`src/rtl/load_store_unit_pkg.sv`:
```
// rtl/load_store_unit_pkg.sv - shared funct3 encodings, FSM state and access-size helpers
//
// Purpose : constants and small decode helpers for the load/store unit.
//           The funct3 encodings are also used by register_file.
// Contents: F3_* load/store funct3 localparams, lsu_state_t, access_size_t,
//           decode_size(), is_misaligned().
package load_store_unit_pkg;

    localparam logic [2:0] F3_LB  = 3'b000;
    localparam logic [2:0] F3_LH  = 3'b001;
    localparam logic [2:0] F3_LW  = 3'b010;
    localparam logic [2:0] F3_LBU = 3'b100;
    localparam logic [2:0] F3_LHU = 3'b101;
    localparam logic [2:0] F3_SB  = 3'b000;
    localparam logic [2:0] F3_SH  = 3'b001;
    localparam logic [2:0] F3_SW  = 3'b010;

    typedef enum logic [1:0] {
        ST_IDLE  = 2'd0,
        ST_ISSUE = 2'd1,
        ST_WAIT  = 2'd2,
        ST_RESP  = 2'd3
    } lsu_state_t;

    typedef enum logic [1:0] {
        SIZE_BYTE = 2'd0,
        SIZE_HALF = 2'd1,
        SIZE_WORD = 2'd2
    } access_size_t;

    // Encodings execute never issues (011, 11x) fall through to a word access.
    function automatic access_size_t decode_size(input logic is_store, input logic [2:0] funct3);
        access_size_t size;
        size = SIZE_WORD;
        if (is_store) begin
            case (funct3)
                F3_SB:   size = SIZE_BYTE;
                F3_SH:   size = SIZE_HALF;
                F3_SW:   size = SIZE_WORD;
                default: size = SIZE_WORD;
            endcase
        end else begin
            case (funct3)
                F3_LB, F3_LBU: size = SIZE_BYTE;
                F3_LH, F3_LHU: size = SIZE_HALF;
                F3_LW:         size = SIZE_WORD;
                default:       size = SIZE_WORD;
            endcase
        end
        return size;
    endfunction

    function automatic logic is_misaligned(input access_size_t size, input logic [1:0] offset);
        logic bad;
        case (size)
            SIZE_BYTE: bad = 1'b0;
            SIZE_HALF: bad = offset[0];
            default:   bad = (offset != 2'b00);
        endcase
        return bad;
    endfunction

endpackage

```
`src/rtl/load_store_unit_if.sv`:
```
// rtl/load_store_unit_if.sv - request, data-memory and writeback bundle of the load/store unit
//
// Purpose : groups the execute request channel, the data-memory channel and
//           the register_file writeback/fault outputs.
// Modports: slave  - the load/store unit itself
//           master - the surrounding pipeline / memory (or a testbench)
interface load_store_unit_if;

    // execute -> LSU
    logic        req_valid;
    logic        req_ready;
    logic        req_is_store;
    logic [2:0]  req_funct3;
    logic [31:0] req_addr;
    logic [31:0] req_wdata;
    logic [4:0]  req_rd;

    // LSU <-> data memory
    logic        mem_req;
    logic        mem_we;
    logic [31:0] mem_addr;
    logic [3:0]  mem_wstrb;
    logic [31:0] mem_wdata;
    logic        mem_rvalid;
    logic [31:0] mem_rdata;

    // LSU -> register_file / status
    logic        wb_valid;
    logic [4:0]  wb_rd;
    logic [2:0]  wb_load_op;
    logic [31:0] wb_data;
    logic        store_done;
    logic        misalign_fault;
    logic        timeout_fault;

    modport slave (
        input  req_valid, req_is_store, req_funct3, req_addr, req_wdata, req_rd,
        output req_ready,
        output mem_req, mem_we, mem_addr, mem_wstrb, mem_wdata,
        input  mem_rvalid, mem_rdata,
        output wb_valid, wb_rd, wb_load_op, wb_data,
        output store_done, misalign_fault, timeout_fault
    );

    modport master (
        output req_valid, req_is_store, req_funct3, req_addr, req_wdata, req_rd,
        input  req_ready,
        input  mem_req, mem_we, mem_addr, mem_wstrb, mem_wdata,
        output mem_rvalid, mem_rdata,
        input  wb_valid, wb_rd, wb_load_op, wb_data,
        input  store_done, misalign_fault, timeout_fault
    );

endinterface

```
`src/rtl/load_store_unit_align.sv`:
```
// rtl/load_store_unit_align.sv - combinational byte-lane shifter and strobe generator
//
// Purpose : places store data into its byte lanes with matching strobes, and
//           shifts the addressed lane of a read word down to bit 0.
// Ports   : size       in  access size (byte/half/word)
//           offset     in  byte offset within the word (addr[1:0])
//           store_data in  unshifted store data
//           load_word  in  word returned by memory
//           wstrb      out byte strobes for a store
//           wdata      out lane-replicated store data
//           load_data  out read word shifted so the addressed byte is at bit 0
import load_store_unit_pkg::*;

module load_store_unit_align (
    input  access_size_t size,
    input  logic [1:0]   offset,
    input  logic [31:0]  store_data,
    input  logic [31:0]  load_word,
    output logic [3:0]   wstrb,
    output logic [31:0]  wdata,
    output logic [31:0]  load_data
);

    // Replicating the data into every lane means only the strobes depend on
    // the offset; the memory picks the enabled lanes.
    always_comb begin
        wstrb = 4'b1111;
        wdata = store_data;
        case (size)
            SIZE_BYTE: begin
                wstrb = 4'b0001 << offset;
                wdata = {4{store_data[7:0]}};
            end
            SIZE_HALF: begin
                wstrb = 4'b0011 << offset;
                wdata = {2{store_data[15:0]}};
            end
            default: begin
                wstrb = 4'b1111;
                wdata = store_data;
            end
        endcase
    end

    // Upper bits carry the remaining higher lanes (zero-filled); register_file
    // masks or extends them according to the load op.
    assign load_data = load_word >> {offset, 3'b000};

endmodule

```
`src/rtl/load_store_unit.sv`:
```
// rtl/load_store_unit.sv - memory-stage load/store unit between execute and register_file
//
// Purpose : accepts one load/store per handshake, issues a word-aligned data
//           memory request with byte strobes, waits for the ack and returns
//           lane-aligned load data or a store completion. Misaligned accesses
//           are rejected without touching memory; missing acks time out.
// Params  : TIMEOUT_CYCLES - cycles spent in WAIT without an ack before abort (1..255)
// Ports   : clk   - clock, all state on the rising edge
//           reset - synchronous, active-high
//           bus   - load_store_unit_if.slave (request, memory, writeback, faults)
import load_store_unit_pkg::*;

module load_store_unit #(
    parameter int TIMEOUT_CYCLES = 255
) (
    input  logic              clk,
    input  logic              reset,
    load_store_unit_if.slave  bus
);

    localparam logic [7:0] TIMEOUT_LIMIT = 8'(TIMEOUT_CYCLES);

    lsu_state_t  state_q;
    logic        is_store_q;
    logic [2:0]  funct3_q;
    logic [1:0]  addr_lo_q;
    logic [31:0] wdata_q;
    logic [4:0]  rd_q;
    logic [31:0] rdata_q;
    logic [7:0]  timer_q;

    logic        req_ready_q;
    logic        mem_req_q;
    logic        mem_we_q;
    logic [31:0] mem_addr_q;
    logic [3:0]  mem_wstrb_q;
    logic [31:0] mem_wdata_q;
    logic        wb_valid_q;
    logic [4:0]  wb_rd_q;
    logic [2:0]  wb_load_op_q;
    logic [31:0] wb_data_q;
    logic        store_done_q;
    logic        misalign_fault_q;
    logic        timeout_fault_q;

    // One shared aligner: in IDLE it looks at the incoming request so the
    // memory outputs can be registered at accept; afterwards it works on the
    // latched access and the captured read word.
    logic         in_idle;
    access_size_t live_size;
    access_size_t held_size;
    access_size_t align_size;
    logic [1:0]   align_offset;
    logic [31:0]  align_store_data;
    logic [3:0]   align_wstrb;
    logic [31:0]  align_wdata;
    logic [31:0]  align_load_data;
    logic         live_misaligned;

    assign in_idle          = (state_q == ST_IDLE);
    assign live_size        = decode_size(bus.req_is_store, bus.req_funct3);
    assign held_size        = decode_size(is_store_q, funct3_q);
    assign align_size       = in_idle ? live_size : held_size;
    assign align_offset     = in_idle ? bus.req_addr[1:0] : addr_lo_q;
    assign align_store_data = in_idle ? bus.req_wdata : wdata_q;
    assign live_misaligned  = is_misaligned(live_size, bus.req_addr[1:0]);

    load_store_unit_align u_align (
        .size       (align_size),
        .offset     (align_offset),
        .store_data (align_store_data),
        .load_word  (rdata_q),
        .wstrb      (align_wstrb),
        .wdata      (align_wdata),
        .load_data  (align_load_data)
    );

    always_ff @(posedge clk) begin
        if (reset) begin
            state_q          <= ST_IDLE;
            is_store_q       <= 1'b0;
            funct3_q         <= 3'b000;
            addr_lo_q        <= 2'b00;
            wdata_q          <= 32'h0;
            rd_q             <= 5'd0;
            rdata_q          <= 32'h0;
            timer_q          <= 8'd0;
            req_ready_q      <= 1'b1;
            mem_req_q        <= 1'b0;
            mem_we_q         <= 1'b0;
            mem_addr_q       <= 32'h0;
            mem_wstrb_q      <= 4'b0000;
            mem_wdata_q      <= 32'h0;
            wb_valid_q       <= 1'b0;
            wb_rd_q          <= 5'd0;
            wb_load_op_q     <= 3'b000;
            wb_data_q        <= 32'h0;
            store_done_q     <= 1'b0;
            misalign_fault_q <= 1'b0;
            timeout_fault_q  <= 1'b0;
        end else begin
            // Pulse outputs default low; each state raises the one it owns.
            mem_req_q        <= 1'b0;
            wb_valid_q       <= 1'b0;
            store_done_q     <= 1'b0;
            misalign_fault_q <= 1'b0;
            timeout_fault_q  <= 1'b0;

            case (state_q)
                ST_IDLE: begin
                    if (bus.req_valid) begin
                        is_store_q <= bus.req_is_store;
                        funct3_q   <= bus.req_funct3;
                        addr_lo_q  <= bus.req_addr[1:0];
                        wdata_q    <= bus.req_wdata;
                        rd_q       <= bus.req_rd;
                        if (live_misaligned) begin
                            misalign_fault_q <= 1'b1;
                        end else begin
                            state_q     <= ST_ISSUE;
                            req_ready_q <= 1'b0;
                            mem_req_q   <= 1'b1;
                            mem_we_q    <= bus.req_is_store;
                            mem_addr_q  <= {bus.req_addr[31:2], 2'b00};
                            mem_wstrb_q <= bus.req_is_store ? align_wstrb : 4'b0000;
                            mem_wdata_q <= bus.req_is_store ? align_wdata : 32'h0;
                        end
                    end
                end

                ST_ISSUE: begin
                    mem_we_q    <= 1'b0;
                    mem_addr_q  <= 32'h0;
                    mem_wstrb_q <= 4'b0000;
                    mem_wdata_q <= 32'h0;
                    timer_q     <= 8'd0;
                    state_q     <= ST_WAIT;
                end

                ST_WAIT: begin
                    timer_q <= timer_q + 8'd1;
                    // The ack is checked first so an ack on the last allowed
                    // cycle still completes the access.
                    if (bus.mem_rvalid) begin
                        if (!is_store_q) begin
                            rdata_q <= bus.mem_rdata;
                        end
                        state_q <= ST_RESP;
                    end else if ((timer_q + 8'd1) == TIMEOUT_LIMIT) begin
                        timeout_fault_q <= 1'b1;
                        state_q         <= ST_IDLE;
                        req_ready_q     <= 1'b1;
                    end
                end

                ST_RESP: begin
                    if (is_store_q) begin
                        store_done_q <= 1'b1;
                    end else begin
                        wb_valid_q   <= 1'b1;
                        wb_rd_q      <= rd_q;
                        wb_load_op_q <= funct3_q;
                        wb_data_q    <= align_load_data;
                    end
                    state_q     <= ST_IDLE;
                    req_ready_q <= 1'b1;
                end

                default: begin
                    state_q     <= ST_IDLE;
                    req_ready_q <= 1'b1;
                end
            endcase
        end
    end

    assign bus.req_ready      = req_ready_q;
    assign bus.mem_req        = mem_req_q;
    assign bus.mem_we         = mem_we_q;
    assign bus.mem_addr       = mem_addr_q;
    assign bus.mem_wstrb      = mem_wstrb_q;
    assign bus.mem_wdata      = mem_wdata_q;
    assign bus.wb_valid       = wb_valid_q;
    assign bus.wb_rd          = wb_rd_q;
    assign bus.wb_load_op     = wb_load_op_q;
    assign bus.wb_data        = wb_data_q;
    assign bus.store_done     = store_done_q;
    assign bus.misalign_fault = misalign_fault_q;
    assign bus.timeout_fault  = timeout_fault_q;

endmodule

```
`src/flat_wrapper.sv`:
```
// flat-port wrapper written by rule: the top's interface ports become plain ports
module load_store_unit_flat 
#(
    parameter int TIMEOUT_CYCLES = 255
)
  (clk, reset, bus_req_valid, bus_req_is_store, bus_req_funct3, bus_req_addr, bus_req_wdata, bus_req_rd, bus_req_ready, bus_mem_req, bus_mem_we, bus_mem_addr, bus_mem_wstrb, bus_mem_wdata, bus_mem_rvalid, bus_mem_rdata, bus_wb_valid, bus_wb_rd, bus_wb_load_op, bus_wb_data, bus_store_done, bus_misalign_fault, bus_timeout_fault);
  load_store_unit_if bus_i ();
  input  logic clk;
  input  logic reset;
  input wire logic [$bits(bus_i.req_valid)-1:0] bus_req_valid;
  input wire logic [$bits(bus_i.req_is_store)-1:0] bus_req_is_store;
  input wire logic [$bits(bus_i.req_funct3)-1:0] bus_req_funct3;
  input wire logic [$bits(bus_i.req_addr)-1:0] bus_req_addr;
  input wire logic [$bits(bus_i.req_wdata)-1:0] bus_req_wdata;
  input wire logic [$bits(bus_i.req_rd)-1:0] bus_req_rd;
  output wire logic [$bits(bus_i.req_ready)-1:0] bus_req_ready;
  output wire logic [$bits(bus_i.mem_req)-1:0] bus_mem_req;
  output wire logic [$bits(bus_i.mem_we)-1:0] bus_mem_we;
  output wire logic [$bits(bus_i.mem_addr)-1:0] bus_mem_addr;
  output wire logic [$bits(bus_i.mem_wstrb)-1:0] bus_mem_wstrb;
  output wire logic [$bits(bus_i.mem_wdata)-1:0] bus_mem_wdata;
  input wire logic [$bits(bus_i.mem_rvalid)-1:0] bus_mem_rvalid;
  input wire logic [$bits(bus_i.mem_rdata)-1:0] bus_mem_rdata;
  output wire logic [$bits(bus_i.wb_valid)-1:0] bus_wb_valid;
  output wire logic [$bits(bus_i.wb_rd)-1:0] bus_wb_rd;
  output wire logic [$bits(bus_i.wb_load_op)-1:0] bus_wb_load_op;
  output wire logic [$bits(bus_i.wb_data)-1:0] bus_wb_data;
  output wire logic [$bits(bus_i.store_done)-1:0] bus_store_done;
  output wire logic [$bits(bus_i.misalign_fault)-1:0] bus_misalign_fault;
  output wire logic [$bits(bus_i.timeout_fault)-1:0] bus_timeout_fault;
  assign bus_i.req_valid = bus_req_valid;
  assign bus_i.req_is_store = bus_req_is_store;
  assign bus_i.req_funct3 = bus_req_funct3;
  assign bus_i.req_addr = bus_req_addr;
  assign bus_i.req_wdata = bus_req_wdata;
  assign bus_i.req_rd = bus_req_rd;
  assign bus_req_ready = bus_i.req_ready;
  assign bus_mem_req = bus_i.mem_req;
  assign bus_mem_we = bus_i.mem_we;
  assign bus_mem_addr = bus_i.mem_addr;
  assign bus_mem_wstrb = bus_i.mem_wstrb;
  assign bus_mem_wdata = bus_i.mem_wdata;
  assign bus_i.mem_rvalid = bus_mem_rvalid;
  assign bus_i.mem_rdata = bus_mem_rdata;
  assign bus_wb_valid = bus_i.wb_valid;
  assign bus_wb_rd = bus_i.wb_rd;
  assign bus_wb_load_op = bus_i.wb_load_op;
  assign bus_wb_data = bus_i.wb_data;
  assign bus_store_done = bus_i.store_done;
  assign bus_misalign_fault = bus_i.misalign_fault;
  assign bus_timeout_fault = bus_i.timeout_fault;
  load_store_unit #(.TIMEOUT_CYCLES(TIMEOUT_CYCLES)) u_core (.clk(clk), .reset(reset), .bus(bus_i));
endmodule
```
`config.mk`:
```
export PLATFORM = sky130hd
export DESIGN_NAME = load_store_unit_flat
export DESIGN_NICKNAME = d
export VERILOG_FILES = /design/src/rtl/load_store_unit_pkg.sv /design/src/rtl/load_store_unit_if.sv /design/src/rtl/load_store_unit_align.sv /design/src/rtl/load_store_unit.sv /design/src/flat_wrapper.sv
export SDC_FILE = /design/constraint.sdc
export NUM_CORES = 1
export LEC_CHECK = 0
export CAP_MARGIN = 20
export CORE_ASPECT_RATIO = 1.2
export CORE_UTILIZATION = 35
export CTS_CLUSTER_SIZE = 28
export DETAILED_ROUTE_END_ITERATION = 10
export GPL_TIMING_DRIVEN = 0
export PLACE_DENSITY = 0.66
export REMOVE_ABC_BUFFERS = 1
export SLEW_MARGIN = 40
export SYNTH_ARGS = -nofsm -noshare
export SYNTH_HDL_FRONTEND = slang
export SYNTH_SLANG_ARGS = --single-unit
```
`constraint.sdc`:
```
create_clock -name clk -period 1.9 [get_ports clk]
set_input_delay 0.38 -clock clk [delete_from_list [all_inputs] [get_ports clk]]
set_output_delay 0.38 -clock clk [all_outputs]
set_load 0.02 [all_outputs]
```
==> impl_metrics.toml, run 1 <==
[placed_design]
gp_congestion = 0.764
port_buffers = 221
placed_area_sq_mm = 0.00936
dp_hpwl_mm = 13.2

[clocking]
clockRootBuffer = "clkbuf_16"
clk_pin_slew_worst_paths_ps = 70
numCtsBuffers = 17
cts_htree_levels = 4
tritoncts = "done"
clkLatencyLatePin_ps = 420
clock-sinks = 166
clock_path_buffers = 2

[final_layout]
area_growth_pct = 53.2
design_area_sq_mm = 0.0107
drive_above_1_share_pct = 15.8
num_antenna_cells = 0
nets = 1175

[setup_path]
end_kind = "flop"
cp-startpoint = "u_core.state_q[1]$_SDFFE_PP0P_"
criticalPathCategory = "flop to flop"
crit_chain = "inv_4 > ha_4 > buf_4 > nand2_1 > o22a_4 > mux2_4 > a22oi_2 > nor2_1"
worstPathArrival_ps = 2210
critPathRequiredTime_ps = 2200
crit_fanout = 8
timing.rr.start = "u_core.state_q[1]$_SDFFE_PP0P_"
worst_path_largest_cell_delay_ps = 360
slowest_stage = "dfxtp_4"
start_kind = "flop"

[route]
routed_wl_mm = 21.4
dr_total_vias = 6626
postRouteAntennaNets = 0
drt-pass1-iter-count = 4
initialDrtViolationCount = 252
routedWlPerCell_microns = 16.0
via_per_inst = 4.97
drc = 0

[die]
core-area_sq_mm = 0.0195
dieHeight_microns = 156
row_count = 56
die_area_sq_mm = 0.0205
start_util_pct = 35.6
ios = 224
dieWidth_microns = 131

[global_routing]
grt_pass1_vias = 6147
antenna_found_initial = 0
grt_overflow = 0
grt_pass1_wl_mm = 32.0
grt_max_degree = 93
grt_use_total_pct = 20.4

[logic_synthesis]
synth-edff-count = 0
ys.flop_type = "dfxtp_1"
yosysWarnings = 0
yosysSeqAreaShare_pct = 47.8
syn_inst = 828
synth_top_cell_by_area = "dfxtp_1"
ys_ff_latch = 166
syn-cell-area_sq_mm = 0.00696
synth.distinct_cells = 60
syn_avg_cell_area_sq_um = 8.40
synth.area.top_cells = "dfxtp_1 (48%), nand2_1 (8.0%), a21oi_1 (7.2%), nor2_1 (6.4%), a22oi_1 (6.1%)"
async_flop_share_pct = 0
synth_top_area_share_pct = 47.8

[power]
clkPwrFrac_pct = 29.9
seqPwrFrac_pct = 33.8
switchingPower_mw = 3.89
p_per_area_mw_per_mm2 = 1100
vdd_drop_max_mv = 0.592
p_leak_nw = 3.77
p_sw_share_pct = 33.2
combPwrFrac_pct = 36.4
p_int_mw = 7.83

[sta]
fmax_mhz = 522
setup_tns_ps = -49.4
drv_slew = 0
finalSetupViolCount = 7
fin_ws_ps = -14.7
finalCritPeriodShare_pct = 101
finalCriticalPeriod_ps = 1910
finalHoldViolCount = 0
relSlewSlack_pct = 66.0
rsz0062_at_grt = "true"
tightest_slew_ps = 510
fin_skew_ps = 9.26

[flow_run]
maxCapViolations = 0

[run_status]
violations = "negative setup slack"
run_status = "finished with violations"

[worst_hold_path]
hold_start = "reset"
hold_path.class = "input port to flop"
==> stage by stage <==
step | power [mW] | setup slack, ps | hold slack, ps | instances | utilization [%]
after floorplan | 5.89 | -1310 | 426 | 762 | -
after global placement | 7.11 | -4020 | 438 | 1244 | 46.9
after detailed placement | 7.30 | -1730 | 444 | 1252 | 47.9
after CTS | 11.5 | 2.34 | 351 | 1310 | 53.0
after global routing | 12.3 | -95.6 | 362 | 1332 | 54.5
final | 11.7 | -14.7 | 353 | 1332 | 54.5
==> worst paths after layout <==
kind,endpoint,slack [ps],cells after the start
hold / removal,u_core.bus.wb_data[22]$_SDFFE_PP0P_,350,2
hold reg to reg,u_core.rdata_q[5]$_SDFFE_PP0P_,450,2
setup / recovery,u_core.bus.mem_wdata[14]$_SDFFE_PP0P_,-10,8
setup reg to reg,u_core.bus.mem_wdata[14]$_SDFFE_PP0P_,-10,8
==> layout make-up <==
type                            instances  area (sq um)
Clock buffer                           21           480
Multi-Input combinational cell        591          3590
Fill cell                            1792          8890
Timing Repair Buffer                  274          2760
Tap cell                              261           327
Clock inverter                          9           115
Inverter                               10          46.3
Sequential cell                       166          3340
==> synthesized netlist by cell type (2+ instances only) <==
master,n
dfxtp_1,166
a211o_1,2
a21oi_1,100
clkbuf_1,38
buf_6,2
and2_1,11
buf_1,2
nor3_1,17
nor4_1,2
mux2_2,10
ha_1,6
or3_1,10
nand3_1,3
nor2_1,119
a22oi_2,7
inv_1,9
a211oi_1,24
nand2_1,149
buf_4,11
mux2_4,8
buf_2,14
o22ai_1,9
a22oi_1,57
o21ai_0,5
mux2i_1,8
o21ai_1,2
nor2b_1,2
nand2b_1,3
==> power groups by stage <==
stage	Sequential [mW]	Clock (mW)	Combinational (mW)
after floorplan	4.18	0	1.71
after global placement	3.99	0	3.13
after detailed placement	4.00	0	3.29
after CTS	3.94	3.58	3.94
after global routing	3.99	3.73	4.57
final	3.96	3.50	4.27
==> cells in the final DEF, fill, tap and decap left out, types with 16 or more instances in the layout <==
cell type	netlist	layout
a21oi_1	100	97
nor3_1	17	16
clkbuf_16	0	17
a22oi_1	57	54
nand2_1	149	148
clkdlybuf4s50_1	0	217
dfxtp_1	166	160
a211oi_1	24	19
nor2_1	119	119
buf_4	11	39
==> cell families after synthesis <==
family | Yosys count | share of synthesized area, %
other cells | 1 | 0.0539
buf+inv | 77 | 5.21
simple gates | 327 | 19.8
mux | 27 | 4.69
compound gates | 223 | 21.3
xor+xnor | 1 | 0.126
fa+ha+maj | 6 | 1.08
flops | 166 | 47.8
==> worst max-delay path, delay by kind of cell, from the launching register on <==
family	cells	cell delay, ps
compound gates	2	470
flops	1	360
mux	1	320
buf+inv	2	220
fa+ha+maj	1	220
simple gates	2	190
==> layer usage <==
metal | GRT usage [%] | wire length [microns]
met5 | 0 | 0
met4 | 6.95 | 318
met3 | 4.99 | 1190
met2 | 35.5 | 10800
met1 | 24.0 | 9100
==> sequential cells by signal, indices dropped and copies added, names as in the netlist, 2 cells and up <==
register / flops
u_core.rdata_q: 32
u_core.timer_q: 8
u_core.bus.mem_wstrb: 4
u_core.bus.mem_addr: 30
u_core.bus.mem_wdata: 32
u_core.addr_lo_q: 2
u_core.bus.wb_load_op: 3
u_core.state_q: 2
u_core.bus.wb_data: 32
u_core.rd_q: 5
u_core.funct3_q: 3
u_core.bus.wb_rd: 5
==> repair_timing <==
action,CTS,global route
endpoints found under the setup margin,144,87
gates resized for setup,41,28
pin swaps,22,15
buffers inserted,24,21
gates cloned,4,1
endpoints found under the hold margin,0,0
hold buffers,0,0
Note: power is estimated with default switching activity, not from simulation.
==> inputs of run 2 (changes only) <==
--- a/config.mk
+++ b/config.mk
@@ -10,8 +10,8 @@
 export CORE_UTILIZATION = 35
 export CTS_CLUSTER_SIZE = 28
 export DETAILED_ROUTE_END_ITERATION = 10
+export DONT_BUFFER_PORTS = 1
 export GPL_TIMING_DRIVEN = 0
-export PLACE_DENSITY = 0.66
 export REMOVE_ABC_BUFFERS = 1
 export SLEW_MARGIN = 40
 export SYNTH_ARGS = -nofsm -noshare
==> impl_metrics.toml, run 2 (same netlist as run 1, synthesis figures left out) <==
[sta]
rsz0062_at_grt = "true"
holdWs_ps = 28.2
finalSetupViolCount = 11
relSlewSlack_pct = 52.0
finalCriticalPeriod_ps = 1980
fin_ws_ps = -79.8
fin_skew_ps = 9.72
drv_slew = 0
finalCritPeriodShare_pct = 104
fmax_mhz = 505
finalHoldViolCount = 0
tightest_slew_ps = 720

[global_routing]
grt_overflow = 0
grt_pass1_wl_mm = 29.9
grt_max_degree = 169
grt_use_total_pct = 19.4
grt_pass1_vias = 5502
antenna_found_initial = 0

[clocking]
clkLatencyLatePin_ps = 430
clock-sinks = 166
cts_htree_levels = 4
tritoncts = "done"
clk_pin_slew_worst_paths_ps = 70
clock_path_buffers = 2
clockRootBuffer = "clkbuf_16"
numCtsBuffers = 17

[die]
dieHeight_microns = 156
die_area_sq_mm = 0.0205
start_util_pct = 35.6
dieWidth_microns = 131
row_count = 56
core-area_sq_mm = 0.0195
ios = 224

[route]
initialDrtViolationCount = 352
drc = 0
routedWlPerCell_microns = 19.1
postRouteAntennaNets = 0
via_per_inst = 5.39
dr_total_vias = 6018
routed_wl_mm = 21.3
drt-pass1-iter-count = 5

[power]
combPwrFrac_pct = 34.4
seqPwrFrac_pct = 36.1
p_leak_nw = 3.01
switchingPower_mw = 4.15
p_per_area_mw_per_mm2 = 1350
power_mw = 11.6
p_sw_share_pct = 35.7
vdd_drop_max_mv = 0.605
clkPwrFrac_pct = 29.5
p_int_mw = 7.49

[run_status]
violations = "negative setup slack"
run_status = "finished with violations"

[final_layout]
layout_commonest_cell = "dfxtp_1"
drive_above_1_share_pct = 22.3
nets = 957
area_growth_pct = 23.9
nFillCells = 1901
finalCoreUtilization_pct = 44.1
num_antenna_cells = 0
seq_area_sq_mm = 0.00334
fin_cells = 1116
multi_input_area_sq_mm = 0.00378
final_cell_mix = "dfxtp_1 (159), nand2_1 (147), nor2_1 (118)"

[setup_path]
end_kind = "flop"
critPathCapture = "u_core.bus.mem_wdata[14]$_SDFFE_PP0P_"
reg2reg_to = "u_core.bus.mem_wdata[14]$_SDFFE_PP0P_"
cp-startpoint = "u_core.state_q[0]$_SDFFE_PP0P_"
worstRegToRegCells = 8
criticalPathCategory = "flop to flop"
critPathRequiredTime_ps = 2220
timing.rr.start = "u_core.state_q[0]$_SDFFE_PP0P_"
worstPathArrival_ps = 2300
crit_fanout = 8
start_kind = "flop"
r2r_setup_slack_ps = -80

[flow_run]
maxCapViolations = 0

[worst_hold_path]
hold_path.class = "input port to flop"

[placed_design]
dp_hpwl_mm = 12.4
pre_cts_ws_ps = -1690
post-place-cells = 1031
port_buffers = 0
gp_congestion = 0.737
==> run 2: area by class of cell <==
cell class / count / area share, %
clock buffers: 19 / 5.14
clock inverters: 13 / 1.61
inverters: 10 / 0.522
multi-input cells: 594 / 43.9
flip-flops and latches: 166 / 38.7
well taps: 261 / 3.79
repair buffers: 53 / 6.35
==> run 2: power by group through the flow <==
stage / clock (mW) / sequential [mW] / combinational, mW
5_1_grt: 3.67 / 4.24 / 4.26
4_1_cts: 3.52 / 4.18 / 3.12
3_5_place_dp: 0 / 4.24 / 2.44
6_report: 3.44 / 4.20 / 4.00
2_1_floorplan: 0 / 4.18 / 1.71
3_3_place_gp: 0 / 4.24 / 2.29
==> run 2: metrics by stage <==
| stage | instance area, sq um | setup TNS (ps) |
|---|---|---|
| floorplan | 6640 | -121820 |
| global placement | 6960 | -286740 |
| detailed placement | 7120 | -124650 |
| CTS | 8060 | -1940 |
| global route | 8620 | -2570 |
| finish | 8620 | -605 |
==> run 2: worst max-delay path, cell delays in order (launching register included) <==
cell and delay, ps:
dfxtp_2 350, clkinv_4 80, ha_4 180, buf_8 140, a211o_4 300, o22a_4 310, mux2_4 330, a22oi_2 130
nor2_1 50
==> run 2: worst min path at each step <==
stage,cells past startpoint,from,slack [ps],end
3_5_place_dp,2,u_core.rdata_q[2]$_SDFFE_PP0P_,440,u_core.rdata_q[2]$_SDFFE_PP0P_
2_1_floorplan,2,u_core.rdata_q[0]$_SDFFE_PP0P_,430,u_core.rdata_q[0]$_SDFFE_PP0P_
5_1_grt,1,reset,9,u_core.bus.mem_wdata[24]$_SDFFE_PP0P_
3_3_place_gp,2,u_core.rd_q[3]$_SDFFE_PP0P_,430,u_core.bus.wb_rd[3]$_SDFFE_PP0P_
4_1_cts,1,reset,20,u_core.bus.mem_wdata[12]$_SDFFE_PP0P_
6_report,1,reset,30,u_core.bus.mem_wdata[24]$_SDFFE_PP0P_
==> run 2: routing by layer <==
metal | track usage, % | up-vias | part of all wire (%)
li1 | - | 2893 | -
met1 | 21.9 | 2870 | 40
met2 | 34.2 | 238 | 51
met3 | 5.78 | 17 | 8.2
met4 | 6.84 | 0 | 1.3
met5 | 0 | - | 0
==> run 2: timing repair <==
item / CTS / global route
setup buffers: 20 / 25
hold buffers: 0 / 0
pin swaps: 12 / 28
cloned: 4 / 4
setup endpoints to repair: 148 / 122
hold endpoints to repair: 0 / 0
resized for setup: 35 / 63
==> inputs of run 3 (changes only) <==
==> constraint.sdc (replaced) <==
create_clock -name clk -period 2.1 [get_ports clk]
set_input_delay 0.42 -clock clk [delete_from_list [all_inputs] [get_ports clk]]
set_output_delay 0.42 -clock clk [all_outputs]
set_load 0.02 [all_outputs]
==> impl_metrics.toml, run 3 (same netlist as run 1, synthesis figures left out) <==
[run_status]
run_status = "finished clean"

[route]
drc = 0
routedWlPerCell_microns = 18.0
postRouteAntennaNets = 0
initialDrtViolationCount = 376
via_per_inst = 5.32
dr_total_vias = 5730
routed_wl_mm = 19.3
drt-pass1-iter-count = 4

[final_layout]
nets = 918
drive_above_1_share_pct = 14.1
layout_commonest_cell = "dfxtp_1"
design_area_sq_mm = 0.00795
area_growth_pct = 14.2
num_antenna_cells = 0
nFillCells = 1981
final_cell_mix = "dfxtp_1 (164), nand2_1 (148), nor2_1 (119)"

[sta]
setup_tns_ps = 0
finalHoldViolCount = 0
finalCritPeriodShare_pct = 97.2
holdWs_ps = 74.0
fin_skew_ps = 10.7
rsz0062_at_grt = "true"
finalSetupViolCount = 0
fmax_mhz = 490
tightest_slew_ps = 683
relSlewSlack_pct = 54.5
drv_slew = 0
finalCriticalPeriod_ps = 2040
fin_ws_ps = 58.4

[die]
dieHeight_microns = 156
dieWidth_microns = 131
start_util_pct = 35.6
core-area_sq_mm = 0.0195
ios = 224
die_area_sq_mm = 0.0205
row_count = 56

[flow_run]
maxCapViolations = 0

[setup_path]
cp-startpoint = "u_core.state_q[1]$_SDFFE_PP0P_"
worstRegToRegCells = 8
reg2reg_to = "u_core.bus.mem_wdata[12]$_SDFFE_PP0P_"
r2r_setup_slack_ps = 60
critPathCapture = "u_core.bus.mem_wdata[12]$_SDFFE_PP0P_"
start_kind = "flop"
worstPathArrival_ps = 2360
criticalPathCategory = "flop to flop"
critPathRequiredTime_ps = 2420
timing.rr.start = "u_core.state_q[1]$_SDFFE_PP0P_"
end_kind = "flop"
crit_fanout = 8

[power]
p_leak_nw = 2.73
p_per_area_mw_per_mm2 = 1200
power_mw = 9.52
vdd_drop_max_mv = 0.538

[placed_design]
dp_hpwl_mm = 12.4
gp_congestion = 0.737
pre_cts_ws_ps = -1490
port_buffers = 0
placed_area_sq_mm = 0.00712

[global_routing]
grt_use_total_pct = 18.8
use_met1_pct = 21.2
grt_pass1_vias = 5423
busiest_layer = "met2"
antenna_found_initial = 0
grt_max_degree = 169
met2_usage_pct = 32.8
grt_pass1_wl_mm = 29.0
grtUsageMet3_pct = 5.85
grt_overflow = 0

[clocking]
clock_path_buffers = 2
clkLatencyLatePin_ps = 430
tritoncts = "done"
clockRootBuffer = "clkbuf_16"
numCtsBuffers = 17
cts_htree_levels = 4
clock-sinks = 166
clk_pin_slew_worst_paths_ps = 70
holdBufCountCts = 0

[worst_hold_path]
hold_path.class = "input port to flop"
-- run 3: timing repair --
action                     in CTS  in global routing
cloned                          2                  0
gates resized for setup        22                  5
setup endpoints to repair     133                 46
pin swaps                       4                  3
buffers inserted               11                  1
-- run 3: worst min path at each step --
stage / end / start / slack, ps / depth (start not counted)
floorplan: u_core.rdata_q[0]$_SDFFE_PP0P_ / u_core.rdata_q[0]$_SDFFE_PP0P_ / 430 / 2
global placement: u_core.bus.wb_rd[3]$_SDFFE_PP0P_ / u_core.rd_q[3]$_SDFFE_PP0P_ / 430 / 2
detailed placement: u_core.rdata_q[2]$_SDFFE_PP0P_ / u_core.rdata_q[2]$_SDFFE_PP0P_ / 440 / 2
CTS: u_core.bus.mem_wdata[12]$_SDFFE_PP0P_ / reset / 60 / 1
global route: u_core.bus.mem_wdata[12]$_SDFFE_PP0P_ / reset / 50 / 1
finish: u_core.bus.mem_wdata[12]$_SDFFE_PP0P_ / reset / 70 / 1
-- run 3: power by group --
group	internal (mW)	switching, mW	total (mW)	leakage (nW)
combinational	1.08	1.54	2.62	1.10
clock	1.71	1.40	3.11	0.282
sequential	3.39	0.393	3.79	1.34
-- run 3: final cells by class --
| cell class | count | area, sq um | area share, % |
|---|---|---|---|
| inverter | 10 | 37.5 | 0.472 |
| clock inverter | 13 | 139 | 1.75 |
| sequential | 166 | 3330 | 41.9 |
| multi-input combinational | 588 | 3460 | 43.5 |
| clock buffer | 19 | 443 | 5.57 |
| timing repair buffer | 20 | 218 | 2.74 |
| tap | 261 | 327 | 4.11 |
-- run 3: critical path, stage by stage, from the launching register on --
cell	delay [ps]
dfxtp_4	380
inv_2	70
ha_4	170
buf_4	170
a211o_4	300
o22a_4	310
mux2_4	340
a22oi_2	140
nor2_1	50
-- run 3: metrics by stage --
stage                     cells  util (%)
after global placement     1023      35.6
after CTS                  1076      40.6
after global routing       1077      40.7
final                      1077      40.7
after floorplan             762         -
after detailed placement   1031      36.4
-- run 3: layer usage --
layer	vias to the layer above	routed length (microns)
met3	18	1650
met5	-	0
met2	211	9490
li1	2809	-
met4	0	275
met1	2692	7930
